## src/rtl/piso_tx_sequencer_if.sv

```systemverilog
// Word-in / frame-out bundle for piso_tx_sequencer: producer handshake, the
// external PISO register's pins, and the framed serial line with its status.
interface piso_tx_sequencer_if #(
    parameter int unsigned WIDTH = 8
);
    logic [WIDTH-1:0] in_data;
    logic             in_valid;
    logic             in_ready;
    logic [WIDTH-1:0] piso_data;
    logic             piso_load;
    logic             piso_serial;
    logic             tx_out;
    logic             busy;
    logic             frame_done;

    // The sequencer is the slave; producer/register/line side is the master.
    modport slave (
        input  in_data,
        input  in_valid,
        input  piso_serial,
        output in_ready,
        output piso_data,
        output piso_load,
        output tx_out,
        output busy,
        output frame_done
    );

    modport master (
        output in_data,
        output in_valid,
        output piso_serial,
        input  in_ready,
        input  piso_data,
        input  piso_load,
        input  tx_out,
        input  busy,
        input  frame_done
    );
endinterface

```

## src/rtl/piso_tx_sequencer.sv

```systemverilog
// Frame controller for an external right-shift PISO register: start, WIDTH data bits LSB first,
// optional parity (define PIPO_TX_PARITY_EN), then STOP_BITS stop bits.
module piso_tx_sequencer #(
    parameter int unsigned WIDTH      = 8,
    parameter int unsigned STOP_BITS  = 1,
    parameter int unsigned PARITY_ODD = 0
) (
    input  logic                  clk,
    input  logic                  rst,
    piso_tx_sequencer_if.slave    bus
);

    // Counter covers both the data bit index and the stop-bit index (up to 4).
    localparam int unsigned CntW = $clog2(WIDTH > 4 ? WIDTH : 4);

    if (STOP_BITS < 1 || STOP_BITS > 4) begin : g_bad_stop_bits
        $error("piso_tx_sequencer: STOP_BITS=%0d outside 1..4", STOP_BITS);
    end
    if (PARITY_ODD > 1) begin : g_bad_parity_odd
        $error("piso_tx_sequencer: PARITY_ODD=%0d must be 0 or 1", PARITY_ODD);
    end

    typedef enum logic [2:0] {
        StIdle,
        StStart,
        StData,
        StParity,
        StStop
    } state_e;

    state_e            state_q, state_d;
    logic [CntW-1:0]   cnt_q, cnt_d;
    logic [WIDTH-1:0]  hold_q, hold_d;

    always_ff @(posedge clk or posedge rst) begin
        if (rst) begin
            state_q <= StIdle;
            cnt_q   <= '0;
            hold_q  <= '0;
        end else begin
            state_q <= state_d;
            cnt_q   <= cnt_d;
            hold_q  <= hold_d;
        end
    end

    assign bus.piso_data = hold_q;

    always_comb begin
        state_d        = state_q;
        cnt_d          = cnt_q;
        hold_d         = hold_q;
        bus.in_ready   = 1'b0;
        bus.tx_out     = 1'b1;
        bus.piso_load  = 1'b1;
        bus.busy       = 1'b1;
        bus.frame_done = 1'b0;

        unique case (state_q)
            StIdle: begin
                bus.in_ready = 1'b1;
                bus.busy     = 1'b0;
                if (bus.in_valid) begin
                    hold_d  = bus.in_data;
                    state_d = StStart;
                end
            end
            StStart: begin
                // Register loads hold on this edge so DATA cycle 0 sees hold[0].
                bus.tx_out = 1'b0;
                cnt_d      = '0;
                state_d    = StData;
            end
            StData: begin
                bus.piso_load = 1'b0;
                bus.tx_out    = bus.piso_serial;
                if (cnt_q == CntW'(WIDTH - 1)) begin
                    cnt_d = '0;
`ifdef PIPO_TX_PARITY_EN
                    state_d = StParity;
`else
                    state_d = StStop;
`endif
                end else begin
                    cnt_d = cnt_q + 1'b1;
                end
            end
            StParity: begin
`ifdef PIPO_TX_PARITY_EN
                bus.tx_out = (^hold_q) ^ (PARITY_ODD != 0);
                state_d    = StStop;
`else
                state_d    = StIdle;
`endif
            end
            StStop: begin
                if (cnt_q == CntW'(STOP_BITS - 1)) begin
                    bus.frame_done = 1'b1;
                    cnt_d          = '0;
                    state_d        = StIdle;
                end else begin
                    cnt_d = cnt_q + 1'b1;
                end
            end
            default: begin
                cnt_d   = '0;
                state_d = StIdle;
            end
        endcase
    end

endmodule
```

## src/flat_wrapper.sv

```systemverilog
// flat-port wrapper written by rule: the top's interface ports become plain ports
module piso_tx_sequencer_flat 
#(
    parameter int unsigned WIDTH      = 8,
    parameter int unsigned STOP_BITS  = 1,
    parameter int unsigned PARITY_ODD = 0
)
  (clk, rst, bus_in_data, bus_in_valid, bus_piso_serial, bus_in_ready, bus_piso_data, bus_piso_load, bus_tx_out, bus_busy, bus_frame_done);
  piso_tx_sequencer_if #(.WIDTH(WIDTH)) bus_i ();
  input  logic clk;
  input  logic rst;
  input wire logic [$bits(bus_i.in_data)-1:0] bus_in_data;
  input wire logic [$bits(bus_i.in_valid)-1:0] bus_in_valid;
  input wire logic [$bits(bus_i.piso_serial)-1:0] bus_piso_serial;
  output wire logic [$bits(bus_i.in_ready)-1:0] bus_in_ready;
  output wire logic [$bits(bus_i.piso_data)-1:0] bus_piso_data;
  output wire logic [$bits(bus_i.piso_load)-1:0] bus_piso_load;
  output wire logic [$bits(bus_i.tx_out)-1:0] bus_tx_out;
  output wire logic [$bits(bus_i.busy)-1:0] bus_busy;
  output wire logic [$bits(bus_i.frame_done)-1:0] bus_frame_done;
  assign bus_i.in_data = bus_in_data;
  assign bus_i.in_valid = bus_in_valid;
  assign bus_i.piso_serial = bus_piso_serial;
  assign bus_in_ready = bus_i.in_ready;
  assign bus_piso_data = bus_i.piso_data;
  assign bus_piso_load = bus_i.piso_load;
  assign bus_tx_out = bus_i.tx_out;
  assign bus_busy = bus_i.busy;
  assign bus_frame_done = bus_i.frame_done;
  piso_tx_sequencer #(.WIDTH(WIDTH), .STOP_BITS(STOP_BITS), .PARITY_ODD(PARITY_ODD)) u_core (.clk(clk), .rst(rst), .bus(bus_i));
endmodule
```

## config.mk

```make
export PLATFORM = sky130hd
export DESIGN_NAME = piso_tx_sequencer_flat
export DESIGN_NICKNAME = d
export VERILOG_FILES = /design/src/rtl/piso_tx_sequencer_if.sv /design/src/rtl/piso_tx_sequencer.sv /design/src/flat_wrapper.sv
export SDC_FILE = /design/constraint.sdc
export NUM_CORES = 1
export LEC_CHECK = 0
export BUFFER_PORTS_ARGS = -buffer_cell sky130_fd_sc_hd__buf_2
export CAP_MARGIN = 20
export CORE_MARGIN = 3
export CORE_UTILIZATION = 51
export CTS_CLUSTER_DIAMETER = 60
export CTS_CLUSTER_SIZE = 28
export DETAILED_ROUTE_END_ITERATION = 8
export MAX_ROUTING_LAYER = met4
export PLACE_DENSITY_LB_ADDON = 0.1
export SYNTH_ARGS = -nofsm -noshare
export SYNTH_HDL_FRONTEND = slang
export SYNTH_SLANG_ARGS = --single-unit
```

## constraint.sdc

```tcl
create_clock -name clk -period 4.3 [get_ports clk]
set_input_delay 0.215 -clock clk [delete_from_list [all_inputs] [get_ports clk]]
set_output_delay 0.215 -clock clk [all_outputs]
set_load 0.01 [all_outputs]
```

---- After elaboration in Yosys (flattened, before gate mapping) ----
Index checks and enable logic that the tools add are counted.
word-level totals
  register bits ........................... 14
cells by class
  $add $sub $neg .......................... 1
  eq/ne operators ......................... 8
  multiplexer cells ....................... 13
  reductions and logical operators ........ 5
operators by type and width
  cell                 count
  $mux 3               5
  $pmux 3 s4           1
  $pmux 3 s3           1
  $eq 3x2->1 const B   2
  $eq 3x3->1 const B   2
  $logic_not 3->1      2
  $mux 1               5
  $ne 2x1->1 const B   2
  $add 3x1->3 const B  1
  $eq 3x1->1 const B   1
  $reduce_and 3->1     1
  $ne 2x2->1 const B   1
  $pmux 1 s2           1
  $reduce_and 2->1     1
  $reduce_or 2->1      1

---- Depth between registers and ports, before layout ----
  depth after elaboration ................. 3
  gate-level depth with buffers ........... 5
  mapped depth without buffers ............ 5

---- Worst setup path after synthesis ----
OpenSTA, ideal clock, no wires.
  path kind ............................... register to register
  start point ............................. reg u_core.state_q[2]
  end point ............................... reg u_core.hold_q[0], in the netlist u_core.bus.piso_data[0]
  library setup time ...................... 0.125 ns
  data arrival time ....................... 1.461 ns
  data required time ...................... 4.175 ns
  slack ................................... 2.713 ns
  stages on the path, launching flop included .. 6
  buffers on the path ..................... 1
  cell sequence ........................... dfrtp_1 -> or3_4 -> inv_2 -> and2_4 -> buf_12 -> mux2_4
on the way
  cells in the longest elaborated chain, start to end .. 2
ends and longest elaborated chain
  element                            line                     source
  from (decl)                        piso_tx_sequencer.sv:31  state_e state_q, state_d;
  from (signal assigned)             piso_tx_sequencer.sv:37  state_q <= StIdle;
  from (signal assigned)             piso_tx_sequencer.sv:41  state_q <= state_d;
  $logic_not 3->1                    piso_tx_sequencer.sv:59  unique case (state_q)
  $reduce_and 2->1 (no source line)  -
  to (signal assigned)               piso_tx_sequencer.sv:43  hold_q <= hold_d;
  to (decl)                          piso_tx_sequencer.sv:33  logic [WIDTH-1:0] hold_q, hold_d;
Every way passes these cells.
A chain may end at the register's enable or synchronous reset.

---- Worst setup path in the final report ----
  start point ............................. reg u_core.state_q[2]
  end point ............................... out bus_frame_done
on the way
  cells in the longest elaborated chain, start to end .. 2
ends and longest elaborated chain
  element     line                     source
  $eq 3x3->1  piso_tx_sequencer.sv:59
  $mux 1      piso_tx_sequencer.sv:59
  to (decl)   flat_wrapper.sv:20       output wire logic [$bits(bus_i.frame_done)-1:0] bus_frame_done;
Every way passes these cells.

==> results.md <==
- Slew of the pin with the lowest slew margin: 0.522 ns
- CTS buffer count: 3
- Max incr delay on CP: 0.44 ns
- Final ANT Viol Nets: 0
- CP required: 4.09 ns
- Initial drt markers: 6
- Synth top area share: 0.461
- Worst path slowest cell: dfrtp_1
- Final Setup Violations: 0
- I/O Buffers: 24
- Sw Pwr: 0.253 mW
- Slew Limit Headroom: 0.652
- Met2 routed WL: about 640 um
- R2R cell count: 4
- Highest clock rate: 575 MHz
- Largest net degree at the start of global routing: 15
- HPWL Detailed: 1040 um
- Max-slew violations: 0
- Critical Path Start Type: flip-flop
- Worst slack, placed: between 2 and 3 ns
- Worst Path Max Fanout: 6
- Register area share after synthesis: 0.461
- Wl on met1: approximately 650 um
- CTS H-tree depth: 1
- First-pass GRT wire length: 2370 um
- Remaining Overflow, GRT: 0
- Setup slack, reg-to-reg: between 2 and 3 ns
- Nets: about 110
- Area fraction in compound gates after synthesis: 0.0840
- Critical path, cell by cell: inv_1 > or3_1 > nor2_1 > buf_2
- Final WL: around 1400 um
- Switching share of power: 0.370
- Synth Area in XOR/XNOR: 0
- Crit share post-route: 0.404
- Adder-cell area share of the yosys netlist: 0.0494
- Min-Delay Startpoint: bus_in_data[2]
- Setup ws final: 2.56 ns
- 1st-pass router iterations: 4
- Total core area: 1350 um^2
- CTS Buffer Depth: 2
- Part of the power in registers: 0.369
- CP arrival: 1.52 ns
- Initial antenna violation count: 0
- Cell taking the most area after synthesis: dfrtp_1
- Combinational family with the most area after synthesis: multiplexers
- Die area: approximately 2000 um^2
- Top Layer Used: met4
- # diodes: 0
- Overall Global Routing Usage: 0.172
- Hold path depth: 2
- Ys async rst share: 1.00
- RD Place Congestion: ~0.77
- Post-CTS setup buffer count: 0
- Clock share of power: 0.138
- Post-synth net total: 82
- RSZ-0062 raised after global routing: false
- Post-synthesis mux area share: 0.173
- Most frequent cells in the layout: buf_2, dfrtp_1, mux2_4
- Clk Latency, worst-skew pair: 0.28 ns
- Synth unique cells: 28
- Synth-to-layout area growth: 20.8%
- Synth Register Bits: 14
- Buffer and inverter count on the worst path: 2
- Tot Pwr: roughly 0.68 mW
- Critical Path Sink Type: primary output
- Die H: 44.6 um
- Fin crit period: 1.74 ns
- Metal3 WL: 86 um
- I/O Pins: 25
- CTS tree: built
- Endpoints failing hold: 0
- Clk slew on worst S/H paths: 0.08 ns
- Pwr dens: 746 nW/um^2
- Vias in the first global route: about 530
- Layout cells sized above 1: 0.441
- Initial Util: 0.563
- Synth Area in Simple Gates: 0.161
- Status: completed
- Area contributors post-synth: dfrtp_1, mux2_4, ha_1, inv_1, buf_12
- Dominant synthesized flop cell: dfrtp_1
- Setup TNS: 0 ns
- Crit Path Class: flip-flop to primary output
- # DRC: 0
- Clock sink count: 14
- Int Power: 0.431 mW
- Die Wd: 44.6 um
- Setup Skew: 0.00299 ns
- Combinational fraction of design power: 0.493
- Peak VDD IR: roughly 380 uV
- Vias: approximately 570
- R2r startpoint: u_core.state_q[1]
- Hold EP: u_core.bus.piso_data[2]
- FP Rows: 13
- Syn Area/Cell: roughly 11 um^2
- Crit Reg-Reg Endpoint: u_core.bus.piso_data[1]
- Number of synthesized flops with an enable pin: 0
- Max-cap violations: 0
- Synth Cell Area: around 760 um^2
- Routed wire length per instance: 13.0 um
- Top delay family on crit path: simple AND/OR/NAND/NOR gates
- Commonest non-fill, non-tap cell in the layout: buf_2
- Root Buffer: clkbuf_4
- Vias per Instance: about 5.2
- LEAKAGE: about 0.47 nW
- Post-synthesis instance total: 67
- Hold Path Class: primary input to flip-flop
- Warnings from Yosys: 0
[per-stage QoR]
step / cells / hold WS, ns / area [um^2] / utilization
CTS: 108 / 0.149 / 917 / 0.679
global placement: 103 / 0.275 / 871 / 0.645
floorplan: 67 / 0.104 / 759 / -
global route: 108 / 0.147 / 917 / 0.679
detailed placement: 103 / 0.277 / 871 / 0.645
finish: 108 / 0.160 / 917 / 0.679
[sequential cells by signal, indices dropped and copies added (netlist names)]
name                  flops
u_core.bus.piso_data      8
u_core.cnt_q              3
u_core.state_q            3
[power by group through the flow]
stage	Combinational, mW	Clock [mW]	Sequential, mW
floorplan	0.253	0	0.251
finish	0.338	0.0945	0.252
global placement	0.329	0	0.252
CTS	0.341	0.0999	0.252
global route	0.371	0.105	0.263
detailed placement	0.338	0	0.254
[cell families after synthesis]
kind of cell,after synthesis
fa+ha+maj,3
compound gates,10
buf+inv,10
flops,14
mux,9
simple gates,21
[per-layer routing]
layer  vias up  global-route usage
met1       262               0.230
met3         4              0.0366
li1        281                   -
met5         -                   -
met2        19               0.241
met4         0              0.0904
[worst max path at each step]
| stage | endpoint | start | depth (start not counted) | slack, ns |
|---|---|---|---|---|
| 6_report | bus_frame_done | u_core.state_q[2] | 4 | 2.56 |
| 5_1_grt | bus_frame_done | u_core.state_q[2] | 4 | 2.46 |
| 4_1_cts | bus_frame_done | u_core.state_q[2] | 4 | 2.55 |
| 3_5_place_dp | u_core.bus.piso_data[1] | u_core.state_q[1] | 4 | 2.68 |
| 3_3_place_gp | u_core.bus.piso_data[3] | u_core.state_q[0] | 4 | 2.71 |
| 2_1_floorplan | u_core.bus.piso_data[0] | u_core.state_q[2] | 5 | 2.71 |
[cells in the mapped netlist (2+ instances only)]
master    number
nor2_1         3
mux2_4         8
ha_1           3
nand2_1        5
clkbuf_1       2
dfrtp_1       14
inv_1          6
a21oi_1        2
o21ai_0        3
nand2b_1       3
[layout make-up]
cell class | instances | area [um^2]
Inverter | 7 | 26.3
Multi-Input combinational cell | 43 | 355
Clock buffer | 4 | 36.3
Fill cell | 119 | 433
Timing Repair Buffer | 25 | 130
Tap cell | 15 | 18.8
Sequential cell | 14 | 350
[timing repair]
item / 4_1_cts / 5_1_grt
hold buffers: 1 / 0
gates resized for setup: 0 / 0
endpoints found under the hold margin: 14 / 0
No activity file was read; power rests on OpenSTA's default activity.
